<file path="src/rtl/l15_data_refill_arb_if.sv">
// Bundle of the refill, read and data-RAM signals around the L1.5
// instruction-cache data RAM front-end.
//   slave  : the arbiter's view (refill/read requests and RAM read data in;
//            handshakes, read data and RAM command out)
//   master : the surrounding logic's view (refill path, lookup stage and the
//            RAM model drive what the arbiter consumes)
interface l15_data_refill_arb_if #(
    parameter int DATA_WIDTH = 64,
    parameter int ADDR_WIDTH = 7,
    parameter int LINE_WORDS = 4,
    parameter int BE_WIDTH   = DATA_WIDTH / 8
);
    localparam int OFS    = $clog2(LINE_WORDS);
    localparam int LINE_W = ADDR_WIDTH - OFS;

    // refill path
    logic                  refill_start_i;
    logic [LINE_W-1:0]     refill_line_i;
    logic                  refill_busy_o;
    logic                  refill_valid_i;
    logic [DATA_WIDTH-1:0] refill_data_i;
    logic                  refill_ready_o;
    logic                  refill_done_o;
    // lookup-stage reads
    logic                  rd_req_i;
    logic [ADDR_WIDTH-1:0] rd_addr_i;
    logic                  rd_gnt_o;
    logic                  rd_rvalid_o;
    logic [DATA_WIDTH-1:0] rd_rdata_o;
    // single-port data RAM
    logic                  mem_req_o;
    logic                  mem_write_o;
    logic [ADDR_WIDTH-1:0] mem_addr_o;
    logic [DATA_WIDTH-1:0] mem_wdata_o;
    logic [BE_WIDTH-1:0]   mem_be_o;
    logic [DATA_WIDTH-1:0] mem_rdata_i;

    modport slave (
        input  refill_start_i, refill_line_i, refill_valid_i, refill_data_i,
        input  rd_req_i, rd_addr_i, mem_rdata_i,
        output refill_busy_o, refill_ready_o, refill_done_o,
        output rd_gnt_o, rd_rvalid_o, rd_rdata_o,
        output mem_req_o, mem_write_o, mem_addr_o, mem_wdata_o, mem_be_o
    );

    modport master (
        output refill_start_i, refill_line_i, refill_valid_i, refill_data_i,
        output rd_req_i, rd_addr_i, mem_rdata_i,
        input  refill_busy_o, refill_ready_o, refill_done_o,
        input  rd_gnt_o, rd_rvalid_o, rd_rdata_o,
        input  mem_req_o, mem_write_o, mem_addr_o, mem_wdata_o, mem_be_o
    );
endinterface

</file>
<file path="src/rtl/l15_data_refill_arb.sv">
// Front-end of the L1.5 instruction-cache data RAM.
// Sequences line-refill beats into consecutive RAM words, arbitrates them
// against lookup reads (refill writes win) and blocks reads to the line that
// is currently being refilled.
// Ports:
//   clk   : clock
//   rst_n : synchronous active-low reset
//   bus   : slave view of l15_data_refill_arb_if (refill handshake, read
//           request/grant/response, single-port RAM command and read data)
module l15_data_refill_arb #(
    parameter int DATA_WIDTH = 64,
    parameter int ADDR_WIDTH = 7,
    parameter int LINE_WORDS = 4,
    parameter int BE_WIDTH   = DATA_WIDTH / 8
) (
    input  logic                  clk,
    input  logic                  rst_n,
    l15_data_refill_arb_if.slave  bus
);
    localparam int OFS    = $clog2(LINE_WORDS);
    localparam int LINE_W = ADDR_WIDTH - OFS;
    localparam logic [OFS-1:0] LAST_WORD = OFS'(LINE_WORDS - 1);

    typedef enum logic {IDLE = 1'b0, FILL = 1'b1} state_t;

    state_t            state_reg;
    logic [LINE_W-1:0] line_reg;
    logic [OFS-1:0]    cnt_reg;
    logic              done_reg;
    logic              rvalid_reg;

    logic              in_fill;
    logic              beat;
    logic              same_line;
    logic              rd_gnt;
    logic [BE_WIDTH-1:0] be_all;

    genvar gi;
    generate
        for (gi = 0; gi < BE_WIDTH; gi++) begin : g_be_all
            assign be_all[gi] = 1'b1;
        end
    endgenerate

    // Combinational outputs are qualified with rst_n so nothing reaches the
    // RAM or the requesters while reset is held.
    assign in_fill   = rst_n & (state_reg == FILL);
    assign beat      = in_fill & bus.refill_valid_i;
    assign same_line = (bus.rd_addr_i[ADDR_WIDTH-1:OFS] == line_reg);
    // Writes take the RAM first; reads into the half-written line must wait
    // until the refill has finished.
    assign rd_gnt    = rst_n & bus.rd_req_i & ~beat & ~(in_fill & same_line);

    assign bus.refill_busy_o  = in_fill;
    assign bus.refill_ready_o = in_fill;
    assign bus.refill_done_o  = done_reg;
    assign bus.rd_gnt_o       = rd_gnt;
    assign bus.rd_rvalid_o    = rvalid_reg;
    assign bus.rd_rdata_o     = bus.mem_rdata_i;

    always_comb begin
        bus.mem_req_o   = 1'b0;
        bus.mem_write_o = 1'b0;
        bus.mem_addr_o  = '0;
        bus.mem_wdata_o = '0;
        bus.mem_be_o    = '0;
        if (beat) begin
            bus.mem_req_o   = 1'b1;
            bus.mem_write_o = 1'b1;
            bus.mem_addr_o  = {line_reg, cnt_reg};
            bus.mem_wdata_o = bus.refill_data_i;
            bus.mem_be_o    = be_all;
        end else if (rd_gnt) begin
            bus.mem_req_o   = 1'b1;
            bus.mem_addr_o  = bus.rd_addr_i;
        end
    end

    always_ff @(posedge clk) begin
        if (!rst_n) begin
            state_reg  <= IDLE;
            line_reg   <= '0;
            cnt_reg    <= '0;
            done_reg   <= 1'b0;
            rvalid_reg <= 1'b0;
        end else begin
            done_reg   <= 1'b0;
            rvalid_reg <= rd_gnt;
            case (state_reg)
                IDLE: begin
                    if (bus.refill_start_i) begin
                        line_reg  <= bus.refill_line_i;
                        cnt_reg   <= '0;
                        state_reg <= FILL;
                    end
                end
                FILL: begin
                    // No beat simply holds the counter; the refill has no timeout.
                    if (bus.refill_valid_i) begin
                        cnt_reg <= cnt_reg + OFS'(1);
                        if (cnt_reg == LAST_WORD) begin
                            state_reg <= IDLE;
                            done_reg  <= 1'b1;
                        end
                    end
                end
                default: state_reg <= IDLE;
            endcase
        end
    end
endmodule

</file>
<file path="src/flat_wrapper.sv">
// flat-port wrapper written by rule: the top's interface ports become plain ports
module l15_data_refill_arb_flat 
#(
    parameter int DATA_WIDTH = 64,
    parameter int ADDR_WIDTH = 7,
    parameter int LINE_WORDS = 4,
    parameter int BE_WIDTH   = DATA_WIDTH / 8
)
  (clk, rst_n, bus_refill_start_i, bus_refill_line_i, bus_refill_valid_i, bus_refill_data_i, bus_rd_req_i, bus_rd_addr_i, bus_mem_rdata_i, bus_refill_busy_o, bus_refill_ready_o, bus_refill_done_o, bus_rd_gnt_o, bus_rd_rvalid_o, bus_rd_rdata_o, bus_mem_req_o, bus_mem_write_o, bus_mem_addr_o, bus_mem_wdata_o, bus_mem_be_o);
  l15_data_refill_arb_if #(.DATA_WIDTH(DATA_WIDTH), .ADDR_WIDTH(ADDR_WIDTH), .LINE_WORDS(LINE_WORDS), .BE_WIDTH(BE_WIDTH)) bus_i ();
  input  logic clk;
  input  logic rst_n;
  input wire logic [$bits(bus_i.refill_start_i)-1:0] bus_refill_start_i;
  input wire logic [$bits(bus_i.refill_line_i)-1:0] bus_refill_line_i;
  input wire logic [$bits(bus_i.refill_valid_i)-1:0] bus_refill_valid_i;
  input wire logic [$bits(bus_i.refill_data_i)-1:0] bus_refill_data_i;
  input wire logic [$bits(bus_i.rd_req_i)-1:0] bus_rd_req_i;
  input wire logic [$bits(bus_i.rd_addr_i)-1:0] bus_rd_addr_i;
  input wire logic [$bits(bus_i.mem_rdata_i)-1:0] bus_mem_rdata_i;
  output wire logic [$bits(bus_i.refill_busy_o)-1:0] bus_refill_busy_o;
  output wire logic [$bits(bus_i.refill_ready_o)-1:0] bus_refill_ready_o;
  output wire logic [$bits(bus_i.refill_done_o)-1:0] bus_refill_done_o;
  output wire logic [$bits(bus_i.rd_gnt_o)-1:0] bus_rd_gnt_o;
  output wire logic [$bits(bus_i.rd_rvalid_o)-1:0] bus_rd_rvalid_o;
  output wire logic [$bits(bus_i.rd_rdata_o)-1:0] bus_rd_rdata_o;
  output wire logic [$bits(bus_i.mem_req_o)-1:0] bus_mem_req_o;
  output wire logic [$bits(bus_i.mem_write_o)-1:0] bus_mem_write_o;
  output wire logic [$bits(bus_i.mem_addr_o)-1:0] bus_mem_addr_o;
  output wire logic [$bits(bus_i.mem_wdata_o)-1:0] bus_mem_wdata_o;
  output wire logic [$bits(bus_i.mem_be_o)-1:0] bus_mem_be_o;
  assign bus_i.refill_start_i = bus_refill_start_i;
  assign bus_i.refill_line_i = bus_refill_line_i;
  assign bus_i.refill_valid_i = bus_refill_valid_i;
  assign bus_i.refill_data_i = bus_refill_data_i;
  assign bus_i.rd_req_i = bus_rd_req_i;
  assign bus_i.rd_addr_i = bus_rd_addr_i;
  assign bus_i.mem_rdata_i = bus_mem_rdata_i;
  assign bus_refill_busy_o = bus_i.refill_busy_o;
  assign bus_refill_ready_o = bus_i.refill_ready_o;
  assign bus_refill_done_o = bus_i.refill_done_o;
  assign bus_rd_gnt_o = bus_i.rd_gnt_o;
  assign bus_rd_rvalid_o = bus_i.rd_rvalid_o;
  assign bus_rd_rdata_o = bus_i.rd_rdata_o;
  assign bus_mem_req_o = bus_i.mem_req_o;
  assign bus_mem_write_o = bus_i.mem_write_o;
  assign bus_mem_addr_o = bus_i.mem_addr_o;
  assign bus_mem_wdata_o = bus_i.mem_wdata_o;
  assign bus_mem_be_o = bus_i.mem_be_o;
  l15_data_refill_arb #(.DATA_WIDTH(DATA_WIDTH), .ADDR_WIDTH(ADDR_WIDTH), .LINE_WORDS(LINE_WORDS), .BE_WIDTH(BE_WIDTH)) u_core (.clk(clk), .rst_n(rst_n), .bus(bus_i));
endmodule
</file>
<file path="config.mk">
export PLATFORM = sky130hd
export DESIGN_NAME = l15_data_refill_arb_flat
export DESIGN_NICKNAME = d
export VERILOG_FILES = /design/src/rtl/l15_data_refill_arb_if.sv /design/src/rtl/l15_data_refill_arb.sv /design/src/flat_wrapper.sv
export SDC_FILE = /design/constraint.sdc
export NUM_CORES = 1
export LEC_CHECK = 0
export ABC_AREA = 0
export ABC_CLOCK_PERIOD_IN_PS = 3500
export BUFFER_PORTS_ARGS = -buffer_cell sky130_fd_sc_hd__buf_2
export CELL_PAD_IN_SITES_DETAIL_PLACEMENT = 1
export CELL_PAD_IN_SITES_GLOBAL_PLACEMENT = 1
export CORE_AREA = 2 2 114 116
export DETAILED_ROUTE_END_ITERATION = 10
export DIE_AREA = 0 0 116 118
export PLACE_DENSITY_LB_ADDON = 0.1
export SLEW_MARGIN = 5
export SYNTH_ARGS = -nofsm -noshare
export SYNTH_HDL_FRONTEND = slang
export SYNTH_SLANG_ARGS = --single-unit
</file>
<file path="constraint.sdc">
create_clock -name clk -period 3.5 [get_ports clk]
set_clock_uncertainty 0.15 [all_clocks]
set_input_delay 0.35 -clock clk [delete_from_list [all_inputs] [get_ports clk]]
set_output_delay 0.35 -clock clk [all_outputs]
set_load 0.02 [all_outputs]
</file>
Word-level counts from Yosys, hierarchy flattened. Index checks and enable logic that the tools add are counted.

Flip-flop bits (word level): 10. Input port bits: 145. Logic and storage cells: 37.

Add/sub/neg operators: 1. Equal/unequal tests: 4. Mux-type cells: 15. Bitwise gates (word level): 9. Reduce and logical (&&, ||, !) cells: 3.

Operator list (number): 64-bit 2-to-1 mux (1); 7-bit 2-to-1 mux (2); 8-bit 2-to-1 mux (1); 1-bit 2-to-1 mux (7); 1-bit AND (6); 5-bit equality test (1); 2-bit 2-to-1 mux (2); 2-bit != test, second input constant (2); 2-bit case mux with 2 select lines (1); 2-bit AND reduction (2); 1-bit NOT (3); 3-bit AND reduction (1); 2-bit by 1-bit adder with 2-bit output, second input constant (1); 2-bit equality test, second input constant (1); 1-bit case mux with 2 select lines (1).

Logic depth before layout (Yosys ltp). Gate-level depths: netlist of run 1.

Word-level depth: 7. Gate-level depth with buffers: 5.

Worst setup path after synthesis of run 1. Ideal clock, no wire load.

Kind: input -> output. From: input rst_n. To: output bus_mem_addr_o[0]. Arrival time: 1.502 ns. Data required time: 3.000 ns. Path slack: 1.498 ns. Stages: 5. Path through: buf_2 and2_4 and2_4 a21boi_2 a22o_1.

Cells in the longest elaborated chain, start to end: 7. Elaborated cells on any way between the ends: 10. Those cells by class: 2 x mux; 8 x bitwise.

RTL lines: start, declared (RTL line flat_wrapper.sv:12) `input logic rst_n;`; 1-bit AND (*) (RTL line l15_data_refill_arb.sv:47) `assign in_fill = rst_n & (state_reg == FILL);`; named net bus_refill_busy_o (RTL line flat_wrapper.sv:20) `output wire logic [$bits(bus_i.refill_busy_o)-1:0] bus_refill_busy_o;`; 1-bit AND (RTL line l15_data_refill_arb.sv:48) `assign beat = in_fill & bus.refill_valid_i;`; 1-bit NOT (RTL line l15_data_refill_arb.sv:52) `assign rd_gnt = rst_n & bus.rd_req_i & ~beat & ~(in_fill & same_line);`; 1-bit AND (RTL line l15_data_refill_arb.sv:52); 1-bit AND (*) (RTL line l15_data_refill_arb.sv:52); named net bus_rd_gnt_o (RTL line flat_wrapper.sv:23) `output wire logic [$bits(bus_i.rd_gnt_o)-1:0] bus_rd_gnt_o;`; 7-bit 2-to-1 mux (*) (RTL line l15_data_refill_arb.sv:73) `end else if (rd_gnt) begin`; 7-bit 2-to-1 mux (*) (RTL line l15_data_refill_arb.sv:67) `if (beat) begin`; end, declared (RTL line flat_wrapper.sv:28) `output wire logic [$bits(bus_i.mem_addr_o)-1:0] bus_mem_addr_o;`.

The timed path passes the listed nets; every way through them passes the cells marked *.

Final worst setup path of run 1.
From: register u_core.state_reg. To: output bus_mem_wdata_o[8].

Cells in the longest elaborated chain, start to end: 3.

RTL lines: start, declared (RTL line l15_data_refill_arb.sv:26) `state_t state_reg;`; start signal, assigned (RTL line l15_data_refill_arb.sv:81) `state_reg <= IDLE;`; start signal, assigned (RTL line l15_data_refill_arb.sv:94) `state_reg <= FILL;`; start signal, assigned (RTL line l15_data_refill_arb.sv:102) `state_reg <= IDLE;`; 1-bit AND (RTL line l15_data_refill_arb.sv:47); 1-bit AND (RTL line l15_data_refill_arb.sv:48); 64-bit 2-to-1 mux (RTL line l15_data_refill_arb.sv:67); end, declared (RTL line flat_wrapper.sv:29) `output wire logic [$bits(bus_i.mem_wdata_o)-1:0] bus_mem_wdata_o;`.

No other way between the ends.

==> results.sh, run 1 <==
export IMPL_drt_wirelength_per_cell_um=12.0
export IMPL_cell_area_after_synthesis_sq_um=1550
export IMPL_start_kind="flop"
export IMPL_worst_slew_pin_transition_ps=640
export IMPL_post_synth_num_cell_types=22
export IMPL_final_critical_path_setup_slack_ps=1160
export IMPL_vias_per_cell=3.34
export IMPL_worst_endpoint_arrival_ps=1840
export IMPL_asyncSetResetFlopFracSynth=0
export IMPL_run_status="finished, final reports clean"
export IMPL_final_period_minus_worst_setup_slack_ps=2340
export IMPL_synthCells=201
export IMPL_ff2ff_path_depth=3
export IMPL_crit_path_max_fanout=56
export IMPL_crit_required_ps=3000
export IMPL_synth_edf_count=0
export IMPL_cts_hold_buf=0
export IMPL_synth_top_family_by_area="buffers and inverters"
export IMPL_design_final_nets=435
export IMPL_reg2reg_slack_ps=1990
export IMPL_beginning_of_the_worst_hold_path="bus_refill_valid_i"
export IMPL_post_cts_resized=0
export IMPL_worst_slew_margin_rel=0.573
export IMPL_cellLeakagePower_uw=0.00124
export IMPL_setup_viol_count_final=0
export IMPL_ir_drop_v=0.000149
export IMPL_rows=41
export IMPL_gpl_final_weighted_congestion=0.691
export IMPL_grt_max_degree=57
export IMPL_ys_top_cells_by_count="73 x sky130_fd_sc_hd__buf_4, 65 x sky130_fd_sc_hd__and2_1, 10 x sky130_fd_sc_hd__dfxtp_1"
export IMPL_fmax_mhz=428
export IMPL_cts_tree="yes"
export IMPL_synthMuxAreaShare=0.0389
export IMPL_synth_simple_area_share=0.340
export IMPL_synth_compound_area_share=0.0688
export IMPL_synth_seq_area_share=0.130
export IMPL_antenna_diode_count=0
export IMPL_cts_root_buf="sky130_fd_sc_hd__clkbuf_16"
export IMPL_grt_overflow_total=0
export IMPL_largest_reg_flops=5
export IMPL_holdPathEnd="u_core.state_reg"
export IMPL_total_drc_errors_in_the_routed_layout=0
export IMPL_buffer_ports_inserted=166
export IMPL_grt_util_all_layers=0.0691
export IMPL_rsz0062_at_grt="false"
export IMPL_min_delay_path_class="in2reg"
export IMPL_fp_coreArea_sq_um=12400
export IMPL_dp_worst_setup_slack_ps=1300
export IMPL_final_layout_size_suffix_gt1_frac=0.610
export IMPL_worst_hold_slack_ps=232
export IMPL_totalNegativeSetupSlack_ps=0
export IMPL_yosys_most_used_dff="sky130_fd_sc_hd__dfxtp_1"
export IMPL_final_worst_path_cycle_share=0.668
export IMPL_synth_top_area_frac=0.355
export IMPL_maxSlewViolCount=0
export IMPL_drt_wl_total_um=5520
export IMPL_worst_path_clk_slew_ps=40
export IMPL_synthDominantAreaCellType="sky130_fd_sc_hd__buf_4"
export IMPL_power_density_nw_per_um2=231
export IMPL_postSynthNetCount=347
export IMPL_cts_max_path_bufs=2
export IMPL_syn_mean_instance_area_sq_um=7.69
export IMPL_total_die_area_sq_um=13700
export IMPL_hpwl_um=4750
export IMPL_clock_tree_sinks=10
export IMPL_grt_pass1_vias=1382
export IMPL_post_synth_main_area_contributors="sky130_fd_sc_hd__buf_4 35%, sky130_fd_sc_hd__and2_1 26%, sky130_fd_sc_hd__dfxtp_1 13%, sky130_fd_sc_hd__mux2i_1 3.9%, sky130_fd_sc_hd__a22o_1 3.4%"
export IMPL_floorplan_io_pins=295
export IMPL_post_synth_top_count_cell="sky130_fd_sc_hd__buf_4"
export IMPL_post_cts_setup_buffer_count=0
export IMPL_timing_setup_critical_path_class="reg2out"
export IMPL_dieWidth_um=116
export IMPL_drt_initial_drc_count=45
export IMPL_clkLatencyLatePin_ps=230
export IMPL_grt_antenna_before_repair=0
export IMPL_dr_pass1_iters=4
export IMPL_vias=1535
export IMPL_ys_seq_elements=10
export IMPL_route_antenna_remaining_nets=0
export IMPL_critical_path_endpoint_type="primary output"
export IMPL_wire_length_of_the_first_global_routing_pass_um=7510
export IMPL_yosys_area_share_adder=0.00810
export IMPL_timing_rr_end="u_core.line_reg[1]"
export IMPL_drv_cap=0
export IMPL_area_growth_syn_to_layout_pct=35.3
export IMPL_synth_warnings=0
export IMPL_worst_r2r_startpoint="u_core.state_reg"
export IMPL_worst_hold_path_num_cells=2
export IMPL_post_synth_xor_area_fraction=0.0283
export IMPL_cts_htree_levels=1
export IMPL_die_y_um=118
export IMPL_numCtsBuffers=3
export IMPL_starting_utilization_of_the_core_area=0.124
export IMPL_hold_viol=0
## routing by layer
| layer | track usage | vias up | share of wire |
|---|---|---|---|
| met5 | 0 | - | 0 |
| met4 | 0.0186 | 0 | 0.020 |
| met3 | 0.0247 | 20 | 0.12 |
| met2 | 0.128 | 115 | 0.50 |
| met1 | 0.0728 | 671 | 0.36 |
| li1 | - | 729 | - |
## metrics by stage
| step | instances | util | power [uW] | instance area (sq um) |
|---|---|---|---|---|
| global route | 459 | 0.168 | 513 | 2090 |
| global placement | 456 | 0.162 | 292 | 2020 |
| finish | 459 | 0.168 | 482 | 2090 |
| detailed placement | 456 | 0.162 | 292 | 2020 |
| CTS | 459 | 0.168 | 494 | 2090 |
| floorplan | 201 | - | 323 | 1550 |
## placed cells by master (no fill, tap or decap)
cell type                   synthesis  routed
sky130_fd_sc_hd__o21ai_0            2       2
sky130_fd_sc_hd__buf_2              6     166
sky130_fd_sc_hd__nor2b_1            7       7
sky130_fd_sc_hd__dfxtp_1           10      10
sky130_fd_sc_hd__mux2i_1            6       6
sky130_fd_sc_hd__and2_4             2       2
sky130_fd_sc_hd__a22o_1             6       6
sky130_fd_sc_hd__a32o_1             1       1
sky130_fd_sc_hd__clkbuf_16          0       3
sky130_fd_sc_hd__a21boi_2           1       1
sky130_fd_sc_hd__nand2_1            3       3
sky130_fd_sc_hd__xor2_1             4       4
sky130_fd_sc_hd__and2_1            65      65
sky130_fd_sc_hd__ha_1               1       1
sky130_fd_sc_hd__and3_2             0       1
sky130_fd_sc_hd__nor4_4             1       1
sky130_fd_sc_hd__xnor2_1            1       1
sky130_fd_sc_hd__a32oi_1            1       1
sky130_fd_sc_hd__and3_1             3       2
sky130_fd_sc_hd__buf_12             0       1
sky130_fd_sc_hd__a21boi_0           1       1
sky130_fd_sc_hd__or2_1              1       1
sky130_fd_sc_hd__a31oi_1            1       1
## worst max-delay path, cell delays in order (launching register included)
cell and delay, ps:
sky130_fd_sc_hd__dfxtp_1 450, sky130_fd_sc_hd__and3_2 530, sky130_fd_sc_hd__buf_12 250, sky130_fd_sc_hd__and2_1 160, sky130_fd_sc_hd__buf_2 160
## kinds of logic (layout without fill, tap and decap cells)
family | count (synthesis) | count (layout)
buffers and inverters | 84 | 170
and+or+nand+nor | 82 | 82
AOI/OAI and AO/OA | 13 | 13
DFF | 10 | 10
muxes | 6 | 6
xor gates and xnor gates | 5 | 5
adders and majority gates | 1 | 1
## worst max path at each step
| stage | startpoint | end | slack (ps) | depth (start not counted) |
|---|---|---|---|---|
| after floorplan | rst_n | bus_mem_addr_o[0] | 1500 | 5 |
| after global placement | rst_n | bus_mem_wdata_o[36] | 1320 | 5 |
| after detailed placement | rst_n | bus_mem_wdata_o[26] | 1300 | 5 |
| after CTS | u_core.state_reg | bus_mem_wdata_o[36] | 1130 | 4 |
| after global routing | u_core.state_reg | bus_mem_wdata_o[9] | 1000 | 4 |
| final | u_core.state_reg | bus_mem_wdata_o[8] | 1160 | 4 |
## final cells by class
class,count,area (sq um)
Tap cell,172,215
Timing Repair Buffer,167,851
Sequential cell,10,200
Fill cell,1535,10300
Clock buffer,3,75.1
Multi-Input combinational cell,107,749
## power breakdown
| part | switching (uW) | internal, uW | leakage [uW] |
|---|---|---|---|
| clock network | 48.7 | 148 | 0.0000370 |
| registers | 5.98 | 120 | 0.0000821 |
| logic | 84.5 | 74.8 | 0.00112 |
| total | 139 | 343 | 0.00124 |
No activity file was read; power rests on OpenSTA's default activity.
==> run 2, diff against run 1 <==
- ABC_AREA: 0 -> 1
- ABC_CLOCK_PERIOD_IN_PS: 3500 -> 2400
- CORE_AREA: 2 2 114 116 -> 2 2 115 117
- DIE_AREA: 0 0 116 118 -> 0 0 117 119
- clock period: 3.5 -> 2.4 ns (I/O delays scaled with it)
==> results.sh, run 2 <==
export IMPL_post_synth_main_area_contributors="sky130_fd_sc_hd__nor2_4 27%, sky130_fd_sc_hd__buf_4 26%, sky130_fd_sc_hd__inv_1 14%, sky130_fd_sc_hd__dfxtp_1 9.5%, sky130_fd_sc_hd__nand2_1 6.2%"
export IMPL_worst_hold_slack_ps=118
export IMPL_totalNegativeSetupSlack_ps=0
export IMPL_starting_utilization_of_the_core_area=0.164
export IMPL_power_spent_charging_and_discharging_nets_uw=285
export IMPL_sw_frac_of_total=0.344
export IMPL_cell_area_after_synthesis_sq_um=2110
export IMPL_grt_max_degree=24
export IMPL_fmax_mhz=486
export IMPL_seq_power_share=0.225
export IMPL_min_delay_path_class="in2reg"
export IMPL_critPathBufInv=3
export IMPL_buffer_ports_inserted=166
export IMPL_post_synth_top_count_cell="sky130_fd_sc_hd__inv_1"
export IMPL_postSynthNetCount=450
export IMPL_final_fill_count=1644
export IMPL_holdPathEnd="u_core.bus.refill_done_o"
export IMPL_worst_hold_path_num_cells=3
export IMPL_grt_overflow_total=0
export IMPL_beginning_of_the_worst_hold_path="bus_refill_valid_i"
export IMPL_gpl_final_weighted_congestion=0.684
export IMPL_multi_input_area_sq_um=928
export IMPL_ys_top_cells_by_count="77 x sky130_fd_sc_hd__inv_1, 74 x sky130_fd_sc_hd__buf_4, 50 x sky130_fd_sc_hd__nor2_4"
export IMPL_crit_required_ps=2010
export IMPL_asyncSetResetFlopFracSynth=0
export IMPL_drt_wirelength_per_cell_um=10.9
export IMPL_rows=42
export IMPL_clock_power_share=0.404
export IMPL_synthCells=304
export IMPL_internal_power_uw=544
export IMPL_cts_htree_levels=1
export IMPL_critical_path_top_delay_family="buffers and inverters"
export IMPL_critical_path_endpoint_type="primary output"
export IMPL_route_antenna_remaining_nets=0
export IMPL_layout_commonest_cell="sky130_fd_sc_hd__buf_2"
export IMPL_numCtsBuffers=3
export IMPL_dr_pass1_iters=4
export IMPL_ys_seq_elements=10
export IMPL_yosys_most_used_dff="sky130_fd_sc_hd__dfxtp_1"
export IMPL_floorplan_io_pins=295
export IMPL_total_drc_errors_in_the_routed_layout=0
export IMPL_run_status="finished, final reports clean"
export IMPL_post_cts_setup_buffer_count=0
export IMPL_vias_per_cell=3.42
export IMPL_timing_rr_end="u_core.bus.rd_rvalid_o"
export IMPL_total_die_area_sq_um=13900
export IMPL_reg2reg_slack_ps=1010
export IMPL_drt_initial_drc_count=21
export IMPL_power_frac_comb=0.370
export IMPL_drv_cap=0
export IMPL_worst_r2r_startpoint="u_core.state_reg"
export IMPL_ir_drop_v=0.000200
export IMPL_report_power_total_uw=829
export IMPL_worst_path_clk_slew_ps=40
export IMPL_synth_warnings=0
export IMPL_clkLatencyLatePin_ps=240
export IMPL_crit_path_cell_trace="nand2_4, nor2_4, inv_4, buf_12, nand2_1, buf_2"
export IMPL_final_worst_path_cycle_share=0.858
export IMPL_rsz0062_at_grt="false"
export IMPL_clock_tree_sinks=10
export IMPL_crit_path_top_delay_cell="sky130_fd_sc_hd__inv_4"
export IMPL_hold_viol=0
export IMPL_grt_antenna_before_repair=0
export IMPL_launch_point_of_the_worst_path="u_core.state_reg"
export IMPL_maxSlewViolCount=0
export IMPL_start_kind="flop"
export IMPL_wire_length_of_the_first_global_routing_pass_um=8980
export IMPL_worst_endpoint_arrival_ps=1670
export IMPL_cts_root_buf="sky130_fd_sc_hd__clkbuf_16"
export IMPL_die_y_um=119
export IMPL_design_final_nets=541
export IMPL_drt_wl_total_um=6200
export IMPL_synthDominantAreaCellType="sky130_fd_sc_hd__nor2_4"
export IMPL_vias=1947
export IMPL_fp_coreArea_sq_um=12900
export IMPL_synth_edf_count=0
export IMPL_cts_tree="yes"
export IMPL_syn_mean_instance_area_sq_um=6.93
export IMPL_synth_top_area_frac=0.267
export IMPL_antenna_diode_count=0
export IMPL_area_growth_syn_to_layout_pct=24.1
export IMPL_worst_slew_margin_rel=0.683
export IMPL_grt_pass1_vias=1879
export IMPL_final_cell_mix="166 x sky130_fd_sc_hd__buf_2, 77 x sky130_fd_sc_hd__inv_1, 50 x sky130_fd_sc_hd__nor2_4"
export IMPL_crit_path_max_fanout=23
export IMPL_seq_cell_area_sq_um=200
export IMPL_final_period_minus_worst_setup_slack_ps=2060
export IMPL_cts_hold_buf=0
export IMPL_final_layout_size_suffix_gt1_frac=0.581
export IMPL_cts_max_path_bufs=2
export IMPL_largest_reg_flops=5
export IMPL_dieWidth_um=117
export IMPL_stage_delay_of_the_slowest_cell_on_the_critical_path_ps=350
export IMPL_hpwl_um=5440
export IMPL_timing_setup_critical_path_class="reg2out"
export IMPL_util_after_layout=0.203
export IMPL_ff2ff_path_depth=6
export IMPL_setup_viol_count_final=0
export IMPL_cellLeakagePower_uw=0.00165
export IMPL_grt_util_all_layers=0.0803
export IMPL_post_cts_resized=0
export IMPL_worst_slew_pin_transition_ps=476
export IMPL_power_density_nw_per_um2=317
export IMPL_post_synth_num_cell_types=19
export IMPL_synth_seq_area_share=0.0950
run 2: changes by cell type after synthesis, sizes merged, moves of 3 or more:
cell	previous run	this run
nor2b	7	0
buf	79	83
nand2	3	37
mux2i	6	0
nor2	0	71
and2	67	0
and3	3	0
nand3	0	8
o21ai	2	7
a21oi	0	7
inv	0	79
xor2	4	0
clkbuf	5	0
a22o	6	0
run 2: layout make-up:
| cell class | count | area share |
|---|---|---|
| multi-input combinational | 132 | 0.355 |
| timing repair buffer | 169 | 0.336 |
| inverter | 79 | 0.114 |
| tap | 176 | 0.0842 |
| sequential | 10 | 0.0766 |
| clock buffer | 4 | 0.0340 |
run 2: cells by family (layout without fill, tap and decap cells):
kind of cell             Yosys count  after routing  share of synthesized area
flip-flops                        10             10                     0.0950
buffers and inverters            162            252                      0.464
AO/OA/AOI/OAI                     15             15                     0.0368
adder cells (fa/ha/maj)            1              1                    0.00594
AND/OR/NAND/NOR                  116            116                      0.398
run 2: worst max path at each step:
stage,to,cells after the start
6_report,bus_mem_req_o,6
5_1_grt,bus_mem_req_o,6
4_1_cts,bus_mem_req_o,6
3_5_place_dp,bus_mem_req_o,7
3_3_place_gp,bus_mem_req_o,7
2_1_floorplan,bus_mem_addr_o[0],6
run 2: worst register-to-register path: cells and delay by family (launching register included):
kind | cells | cell delay [ps]
flops | 1 | 340
simple gates | 4 | 580
buf+inv | 2 | 260
run 2: metrics by stage:
stage | cell area (sq um) | std cells | setup slack, ps
3_5_place_dp | 2530 | 566 | 437
2_1_floorplan | 2110 | 304 | 906
4_1_cts | 2620 | 570 | 285
5_1_grt | 2620 | 570 | 235
3_3_place_gp | 2530 | 566 | 482
6_report | 2620 | 570 | 341
run 2: routing by layer:
layer,vias up,part of all wire,track usage
met3,8,0.12,0.0275
li1,957,-,-
met2,138,0.47,0.143
met5,-,0,0
met4,0,0.0076,0.0184
met1,844,0.40,0.0908
run 2: power groups by stage:
stage	logic, uW	clock network, uW	registers, uW
2_1_floorplan	359	0	189
3_3_place_gp	311	0	190
3_5_place_dp	314	0	190
4_1_cts	315	351	187
5_1_grt	340	361	188
6_report	307	335	187
==> run 3, diff against run 2 <==
- ABC_CLOCK_PERIOD_IN_PS: 2400 -> 2460
- BUFFER_PORTS_ARGS: -buffer_cell sky130_fd_sc_hd__buf_2 -> -buffer_cell sky130_fd_sc_hd__buf_4
- CORE_AREA: 2 2 115 117 -> 2 2 116 118
- DIE_AREA: 0 0 117 119 -> 0 0 118 120
- clock period: 2.4 -> 2.46 ns (I/O delays scaled with it)
==> results.sh, run 3 (same netlist as run 2, synthesis figures left out) <==
export IMPL_post_cts_resized=0
export IMPL_vias_per_cell=3.41
export IMPL_route_antenna_remaining_nets=0
export IMPL_cts_root_buf="sky130_fd_sc_hd__clkbuf_16"
export IMPL_worst_slew_margin_rel=0.704
export IMPL_wire_length_of_the_first_global_routing_pass_um=10300
export IMPL_power_density_nw_per_um2=272
export IMPL_total_drc_errors_in_the_routed_layout=0
export IMPL_clock_tree_sinks=10
export IMPL_crit_path_max_fanout=17
export IMPL_placed_cells=569
export IMPL_buffer_ports_inserted=166
export IMPL_total_die_area_sq_um=14200
export IMPL_seq_power_share=0.221
export IMPL_timing_setup_critical_path_class="reg2out"
export IMPL_cts_max_path_bufs=2
export IMPL_drt_wirelength_per_cell_um=11.5
export IMPL_final_layout_size_suffix_gt1_frac=0.583
export IMPL_vias=1948
export IMPL_rows=42
export IMPL_power_frac_comb=0.434
export IMPL_hpwl_um=5820
export IMPL_numCtsBuffers=3
export IMPL_floorplan_io_pins=295
export IMPL_launch_point_of_the_worst_path="u_core.state_reg"
export IMPL_reg2reg_slack_ps=1060
export IMPL_worst_endpoint_arrival_ps=1580
export IMPL_clock_power_share=0.345
export IMPL_area_growth_syn_to_layout_pct=44.2
export IMPL_starting_utilization_of_the_core_area=0.162
export IMPL_post_cts_setup_buffer_count=0
export IMPL_fp_coreArea_sq_um=13000
export IMPL_instances_no_fill=572
export IMPL_layout_commonest_cell="sky130_fd_sc_hd__buf_4"
export IMPL_setup_viol_count_final=0
export IMPL_cts_hold_buf=0
export IMPL_drt_wl_total_um=6590
export IMPL_power_spent_charging_and_discharging_nets_uw=273
export IMPL_rsz0062_at_grt="false"
export IMPL_stage_delay_of_the_slowest_cell_on_the_critical_path_ps=390
export IMPL_crit_required_ps=2060
export IMPL_drt_initial_drc_count=25
export IMPL_crit_path_cell_trace="nand2_4, nor2_4, inv_4, buf_4, nor2_1, buf_4"
export IMPL_hold_viol=0
export IMPL_maxSlewViolCount=0
export IMPL_grt_pass1_vias=1990
export IMPL_drv_cap=0
export IMPL_worst_slew_pin_transition_ps=444
export IMPL_worst_r2r_startpoint="u_core.state_reg"
export IMPL_totalNegativeSetupSlack_ps=0
export IMPL_dieWidth_um=118
export IMPL_cts_htree_levels=1
export IMPL_run_status="finished, final reports clean"
export IMPL_fin_area_sq_um=3040
export IMPL_crit_path_top_delay_cell="sky130_fd_sc_hd__dfxtp_1"
export IMPL_final_cell_mix="170 x sky130_fd_sc_hd__buf_4, 77 x sky130_fd_sc_hd__inv_1, 50 x sky130_fd_sc_hd__nor2_4"
export IMPL_clkLatencyLatePin_ps=230
export IMPL_ff2ff_path_depth=7
export IMPL_worst_path_clk_slew_ps=40
export IMPL_util_after_layout=0.234
export IMPL_timing_rr_end="u_core.bus.rd_rvalid_o"
export IMPL_internal_power_uw=554
export IMPL_min_delay_path_class="in2reg"
export IMPL_start_kind="flop"
export IMPL_grt_overflow_total=0
export IMPL_grt_antenna_before_repair=0
export IMPL_grt_max_degree=18
export IMPL_report_power_total_uw=826
export IMPL_fmax_mhz=506
export IMPL_ir_drop_v=0.000184
export IMPL_grt_util_all_layers=0.0890
export IMPL_critical_path_top_cell_by_count="sky130_fd_sc_hd__buf_4"
export IMPL_largest_reg_flops=5
export IMPL_final_period_minus_worst_setup_slack_ps=1980
export IMPL_cellLeakagePower_uw=0.00173
export IMPL_cts_tree="yes"
export IMPL_sw_frac_of_total=0.330
export IMPL_antenna_diode_count=0
export IMPL_design_final_nets=544
export IMPL_dr_pass1_iters=4
export IMPL_gpl_final_weighted_congestion=0.678
export IMPL_timing_critical_path_to="bus_mem_wdata_o[0]"
export IMPL_final_worst_path_cycle_share=0.804
export IMPL_critical_path_endpoint_type="primary output"
export IMPL_die_y_um=120
export IMPL_place_area_sq_um=2960
[run 3: layer usage]
metal / up-vias / wire (um) / GRT usage
li1: 961 / - / -
met1: 848 / 2890 / 0.112
met2: 135 / 3010 / 0.146
met3: 4 / 678 / 0.0375
met4: 0 / 9 / 0.00904
met5: - / 0 / 0
[run 3: how the worst min path moves through the flow]
stage                  startpoint                  endpoint  depth (start not counted)
2_1_floorplan  bus_refill_valid_i  u_core.bus.refill_done_o                          2
3_3_place_gp   u_core.line_reg[4]        u_core.line_reg[4]                          2
3_5_place_dp    u_core.cnt_reg[0]         u_core.cnt_reg[0]                          1
4_1_cts        bus_refill_valid_i  u_core.bus.refill_done_o                          3
5_1_grt        bus_refill_valid_i  u_core.bus.refill_done_o                          3
6_report       bus_refill_valid_i  u_core.bus.refill_done_o                          3
[run 3: cell type report]
| class | count | area [sq um] |
|---|---|---|
| timing repair buffer | 172 | 1320 |
| tap | 176 | 220 |
| clock buffer | 3 | 75.1 |
| inverter | 79 | 299 |
| fill | 1626 | 9940 |
| sequential | 10 | 200 |
| multi-input combinational | 132 | 928 |
[run 3: power groups by stage]
stage | clock network, uW | registers (uW) | logic [uW]
CTS | 295 | 182 | 367
floorplan | 0 | 184 | 351
global placement | 0 | 184 | 364
finish | 285 | 182 | 359
global route | 301 | 184 | 393
detailed placement | 0 | 185 | 366
[run 3: worst max-delay path: cells and delay by family (launching register included)]
| family | cells | cell delay (ps) |
|---|---|---|
| and+or+nand+nor | 3 | 390 |
| DFF | 1 | 390 |
| buffers and inverters | 3 | 550 |
[run 3: per-stage QoR]
| stage | setup WS, ps | hold slack (ps) |
|---|---|---|
| floorplan | 954 | 233 |
| global placement | 714 | 326 |
| detailed placement | 679 | 333 |
| CTS | 451 | 127 |
| global route | 353 | 155 |
| finish | 483 | 127 |
